### src/rtl/pc_seq_pkg.sv
// ---------------------------------------------------------------------------
// pc_seq_pkg : opcode constants and state encoding for the pc sequencer
// Revision   : 1.0
// ---------------------------------------------------------------------------
`default_nettype none

package pc_seq_pkg;

  localparam logic [3:0] OP_NOP  = 4'h0;
  localparam logic [3:0] OP_JMP  = 4'h1;
  localparam logic [3:0] OP_BZ   = 4'h2;
  localparam logic [3:0] OP_CALL = 4'h3;
  localparam logic [3:0] OP_RET  = 4'h4;
  localparam logic [3:0] OP_HALT = 4'hF;

  typedef enum logic [1:0] {
    ST_IDLE  = 2'd0,
    ST_FETCH = 2'd1,
    ST_EXEC  = 2'd2,
    ST_HALT  = 2'd3
  } state_t;

endpackage

`default_nettype wire

### src/rtl/pc_ret_stack.sv
// ---------------------------------------------------------------------------
// pc_ret_stack : LIFO of return addresses; dout shows the current top entry
// Revision     : 1.0
// ---------------------------------------------------------------------------
`default_nettype none

module pc_ret_stack #(
  parameter int W = 4,
  parameter int D = 4
) (
  input  logic         clk,
  input  logic         rst,
  input  logic         push,
  input  logic         pop,
  input  logic [W-1:0] din,
  output logic [W-1:0] dout,
  output logic         full,
  output logic         empty
);

  localparam int CW = $clog2(D + 1);
  localparam int AW = (D > 1) ? $clog2(D) : 1;

  logic [W-1:0]  mem [D];
  logic [CW-1:0] count;

  assign full  = (count == CW'(D));
  assign empty = (count == '0);
  assign dout  = mem[AW'(count - CW'(1))];

  always_ff @(posedge clk or negedge rst) begin
    if (!rst) begin
      count <= '0;
    end else if (push && !full) begin
      count <= count + CW'(1);
    end else if (pop && !empty) begin
      count <= count - CW'(1);
    end
  end

  // Storage needs no reset: entries are only read while count covers them.
  always_ff @(posedge clk) begin
    if (push && !full) begin
      mem[AW'(count)] <= din;
    end
  end

endmodule

`default_nettype wire

### src/rtl/pc_sequencer.sv
// ---------------------------------------------------------------------------
// pc_sequencer : fetch/execute sequencer owning the program counter.
//                Define PC_SEQ_CALL_STACK_EN to add CALL/RET with a return stack.
// Revision     : 1.0
// ---------------------------------------------------------------------------
`default_nettype none

module pc_sequencer
  import pc_seq_pkg::*;
#(
  parameter int          PC_W     = 4,
  parameter int unsigned RESET_PC = 0,
  parameter int          STACK_D  = 4
) (
  input  logic            clk,
  input  logic            rst,
  input  logic            start,
  output logic            fetch_req,
  input  logic            fetch_ack,
  input  logic [7:0]      instr_i,
  input  logic            zero_i,
  output logic [PC_W-1:0] pc,
  output logic [7:0]      ir,
  output logic            exec_en,
  output logic            halted,
  output logic            stack_err
);

  state_t          state;
  logic [3:0]      op;
  logic [PC_W-1:0] target;
  logic [PC_W-1:0] pc_inc;
  logic [PC_W-1:0] pc_next;

  assign op     = ir[7:4];
  assign target = PC_W'(ir[3:0]);
  assign pc_inc = pc + PC_W'(1);

`ifdef PC_SEQ_CALL_STACK_EN
  logic            do_call;
  logic            do_ret;
  logic            stk_full;
  logic            stk_empty;
  logic [PC_W-1:0] stk_top;

  assign do_call = (state == ST_EXEC) && (op == OP_CALL);
  assign do_ret  = (state == ST_EXEC) && (op == OP_RET);

  pc_ret_stack #(
    .W (PC_W),
    .D (STACK_D)
  ) u_stack (
    .clk   (clk),
    .rst   (rst),
    .push  (do_call),
    .pop   (do_ret),
    .din   (pc_inc),
    .dout  (stk_top),
    .full  (stk_full),
    .empty (stk_empty)
  );

  always_ff @(posedge clk or negedge rst) begin
    if (!rst) begin
      stack_err <= 1'b0;
    end else if ((do_call && stk_full) || (do_ret && stk_empty)) begin
      stack_err <= 1'b1;
    end
  end
`else
  assign stack_err = 1'b0;
`endif

  always_comb begin
    pc_next = pc_inc;
    case (op)
      OP_JMP:  pc_next = target;
      OP_BZ:   pc_next = zero_i ? target : pc_inc;
      OP_HALT: pc_next = pc;
`ifdef PC_SEQ_CALL_STACK_EN
      OP_CALL: pc_next = target;
      OP_RET:  pc_next = stk_empty ? pc_inc : stk_top;
`endif
      default: pc_next = pc_inc;
    endcase
  end

  always_ff @(posedge clk or negedge rst) begin
    if (!rst) begin
      state     <= ST_IDLE;
      pc        <= PC_W'(RESET_PC);
      ir        <= '0;
      fetch_req <= 1'b0;
      exec_en   <= 1'b0;
      halted    <= 1'b0;
    end else begin
      case (state)
        ST_IDLE: begin
          if (start) begin
            state     <= ST_FETCH;
            fetch_req <= 1'b1;
          end
        end
        ST_FETCH: begin
          if (fetch_ack) begin
            ir        <= instr_i;
            state     <= ST_EXEC;
            fetch_req <= 1'b0;
            exec_en   <= 1'b1;
          end
        end
        ST_EXEC: begin
          exec_en <= 1'b0;
          pc      <= pc_next;
          if (op == OP_HALT) begin
            state  <= ST_HALT;
            halted <= 1'b1;
          end else begin
            state     <= ST_FETCH;
            fetch_req <= 1'b1;
          end
        end
        ST_HALT: begin
          if (start) begin
            state     <= ST_FETCH;
            halted    <= 1'b0;
            fetch_req <= 1'b1;
          end
        end
        default: state <= ST_IDLE;
      endcase
    end
  end

endmodule

`default_nettype wire

### config.mk
export PLATFORM = sky130hd
export DESIGN_NAME = pc_sequencer
export DESIGN_NICKNAME = d
export VERILOG_FILES = /design/src/rtl/pc_seq_pkg.sv /design/src/rtl/pc_ret_stack.sv /design/src/rtl/pc_sequencer.sv
export SDC_FILE = /design/constraint.sdc
export NUM_CORES = 1
export LEC_CHECK = 0
export BUFFER_PORTS_ARGS = -buffer_cell sky130_fd_sc_hd__buf_2
export CAP_MARGIN = 20
export CELL_PAD_IN_SITES_DETAIL_PLACEMENT = 0
export CELL_PAD_IN_SITES_GLOBAL_PLACEMENT = 1
export CORE_MARGIN = 2
export CORE_UTILIZATION = 33
export DETAILED_ROUTE_END_ITERATION = 8
export PLACE_DENSITY_LB_ADDON = 0.3
export REMOVE_ABC_BUFFERS = 1
export SYNTH_ARGS = -nofsm -noshare
export SYNTH_HDL_FRONTEND = slang
export SYNTH_SLANG_ARGS = --single-unit
### constraint.sdc
create_clock -name clk -period 1.21 [get_ports clk]
set_input_delay 0.0605 -clock clk [delete_from_list [all_inputs] [get_ports clk]]
set_output_delay 0.0605 -clock clk [all_outputs]
set_load 0.03 [all_outputs]
==> metrics <==
Layout fillers around 210; placed standard-cell area 1126 sq um; syn_area_per_cell ~11 sq um; share of the cycle needed by the critical path after routing 113.6%; detailed-routing iteration count for the pre-antenna-repair pass 4; final weighted congestion of routability-driven global placement 0.7306; violated checks negative setup slack; delay of the slowest cell on the worst path 0.40 ns; Die X between 50 and 60 um; clock edge transition at the registers on the reported setup and hold paths 0.10 ns; buffer and inverter count on the worst path 0; critical path start-end classification flip-flop to flip-flop; most used flip-flop cell after synthesis dfrtp_1; final number of max-transition violations 0; relative area change from synthesis to final layout 61.82%; Antenna Diode Count 0; Hold Path End ir[4]; initial core utilization 35.14%; maximum clock path buffer count 2; list of most frequent post-synthesis cells dfrtp_1, mux2_2, nand2_1; startpoint of the worst-slack reg-to-reg timing path ir[6]; proportion of netlist area held by the largest area contributor 48.43%; vias in the first global route 786; WP data arrival 1.55 ns; placed cells about 150; DR DRC count 0; Synth Warn # 0; power density cells about 2800 nW/um^2; Critical-path top delay cell dfrtp_1; IO buf count 27; Max H-tree Level 1; Synth async-reset ratio 100.0%; via count roughly 800; number of antenna violations at the first check in global routing 0; synth unique cells 26; Detail Placement HPWL 1544 um; clk_skew 0.006874 ns; HP Start instr_i[4]; run status finished with violations; register bit count reported by yosys 17; Worst IR Drop VDD roughly 1800 uV; maximum capacitance violations 0; worst hold-check slack 0.01283 ns; sequential cell area fraction in the yosys report 48.43%; drt first-iter violations 17; largest delay contributor family on the critical path flip-flops; Clk network pwr share 7.5%; clock tree from TritonCTS built; total internal power about 2.3 mW; utilization after layout 56.86%; RSZ-0062 raised after global routing true; switching part of the total power roughly 43%; footprint of the flip-flops and latches 427.9 sq um; hold violation count in the final report 0; clock root buffer clkbuf_4; shortest period the worst path allows 1.375 ns; post-route design area 1421 sq um; total overflow reported by the global router 0; fmax 0.7275 GHz; largest fanout on the critical path 5; Wirelength per Cell 13.36 um; r2r setup slk -0.16 ns; crit path setup slack, layout -0.1646 ns; sequential share of power 28.0%; cell area after synthesis just under 900 sq um; die extent in y 55.59 um; full die area 3090 sq um; total core area around 2500 sq um; nature of the critical path startpoint flip-flop; total net switching power ~1.7 mW; area taken by multi-input logic gates around 530 sq um; cell with the most instances after synthesis dfrtp_1; number of nets at the end of the flow around 160; type of the most critical hold path input port to flip-flop; Post-Synthesis Cells 80; number of buffers added by the clock tree synthesis step 3; number of core rows 18; number of sinks on the clock net 17; ratio of routed vias to standard cells 4.796; cells along the critical path or2_4 -> a211oi_4 -> mux2i_1 -> a22oi_1; combinational group share of total power 64.5%; global-route usage over all layers 15.29%; cell count of the worst reg-to-reg path 4; top-level port count 29; number of enable-type register cells in the synthesized netlist 0; final non-filler cell total approximately 170; post-placement worst setup slack -0.2209 ns; drt total wl 2231 um; leakage power figure 0.7049 nW; number of nets with antenna violations after detailed routing 0; Cells on Worst Hold Path 2; data required time at the worst endpoint 1.38 ns; cell type with the highest aggregate area in the netlist dfrtp_1; ratio of cells with drive above 1 in the final layout a little under three fifths; reg-to-reg critical path endpoint pc[3]; capturing element type of the critical path flip-flop; final setup violation count 16; clock latency on the worst-skew pair 0.29 ns; leading post-synthesis cells by cell area dfrtp_1, mux2_2, ha_1; maximum number of pins on one net before global-route repair 18; global-route wire length before repair 3691 um
==> kinds of logic after synthesis <==
family / share of synthesized area (%)
AND/OR/NAND/NOR: 13.53
flip-flops: 48.43
AO/OA/AOI/OAI: 14.10
buffers and inverters: 2.992
adder cells (fa/ha/maj): 5.698
other: 0.4269
multiplexers: 14.82
==> how the worst max path moves through the flow <==
stage,from,end,slack (ns),cells after the start
2_1_floorplan,ir[7],pc[3],-0.28,4
3_3_place_gp,state[0],state[1],-0.18,5
3_5_place_dp,state[0],state[1],-0.22,5
4_1_cts,ir[6],pc[3],-0.17,4
5_1_grt,ir[6],pc[3],-0.23,4
6_report,ir[6],pc[3],-0.16,4
==> layout make-up <==
class	instances	share of cell area (%)
Tap cell	30	2.641
Multi-Input combinational cell	57	36.97
Clock inverter	1	0.3521
Clock buffer	3	1.585
Inverter	5	1.320
Timing Repair Buffer	54	27.02
Sequential cell	17	30.11
==> flip-flops by register name, indices dropped and copies added, names as in the netlist <==
name       count
ir             8
halted         1
exec_en        1
fetch_req      1
state          2
pc             4
==> cell usage in the layout, fill, tap and decap left out, types with 2 or more instances in the layout <==
master / count
o21ai_1: 2
a21oi_1: 3
ha_1: 2
ha_4: 2
mux2_4: 8
dlygate4sd3_1: 7
buf_2: 26
a21oi_2: 2
inv_1: 3
nor2b_1: 2
mux2i_1: 4
clkbuf_4: 3
o21ai_0: 2
buf_4: 15
nor2_1: 3
o31ai_2: 2
buf_6: 5
nand2_1: 4
nand3_1: 2
dfrtp_2: 2
dfrtp_1: 15
inv_2: 2
==> through the flow <==
step / power [mW] / setup TNS [ns]
floorplan: 2.389 / -2.010
CTS: 3.865 / -0.9126
detailed placement: 3.087 / -2.297
finish: 4.034 / -0.9396
global placement: 3.050 / -1.890
global route: 4.322 / -1.749
==> power by group through the flow <==
stage | Combinational (mW) | Clock, mW | Sequential [mW]
floorplan | 0.836 | 0 | 1.55
global placement | 1.96 | 0 | 1.09
detailed placement | 1.98 | 0 | 1.11
CTS | 2.43 | 0.318 | 1.12
global route | 2.81 | 0.345 | 1.17
finish | 2.60 | 0.302 | 1.13
==> layer usage <==
layer | vias up | GRT usage [%] | routed length (um)
met3 | 2 | 3.721 | 98
met4 | 0 | 4.181 | 16
li1 | 394 | - | -
met2 | 19 | 26.36 | 1167
met1 | 386 | 19.00 | 949
met5 | - | 0 | 0
==> timing repair <==
action,in CTS,in global routing
setup buffers,6,3
hold endpoints to repair,23,0
gates resized for setup,28,10
pin swaps,12,10
hold buffers,7,0
setup endpoints to repair,17,18
(Power assumes the default switching activity.)
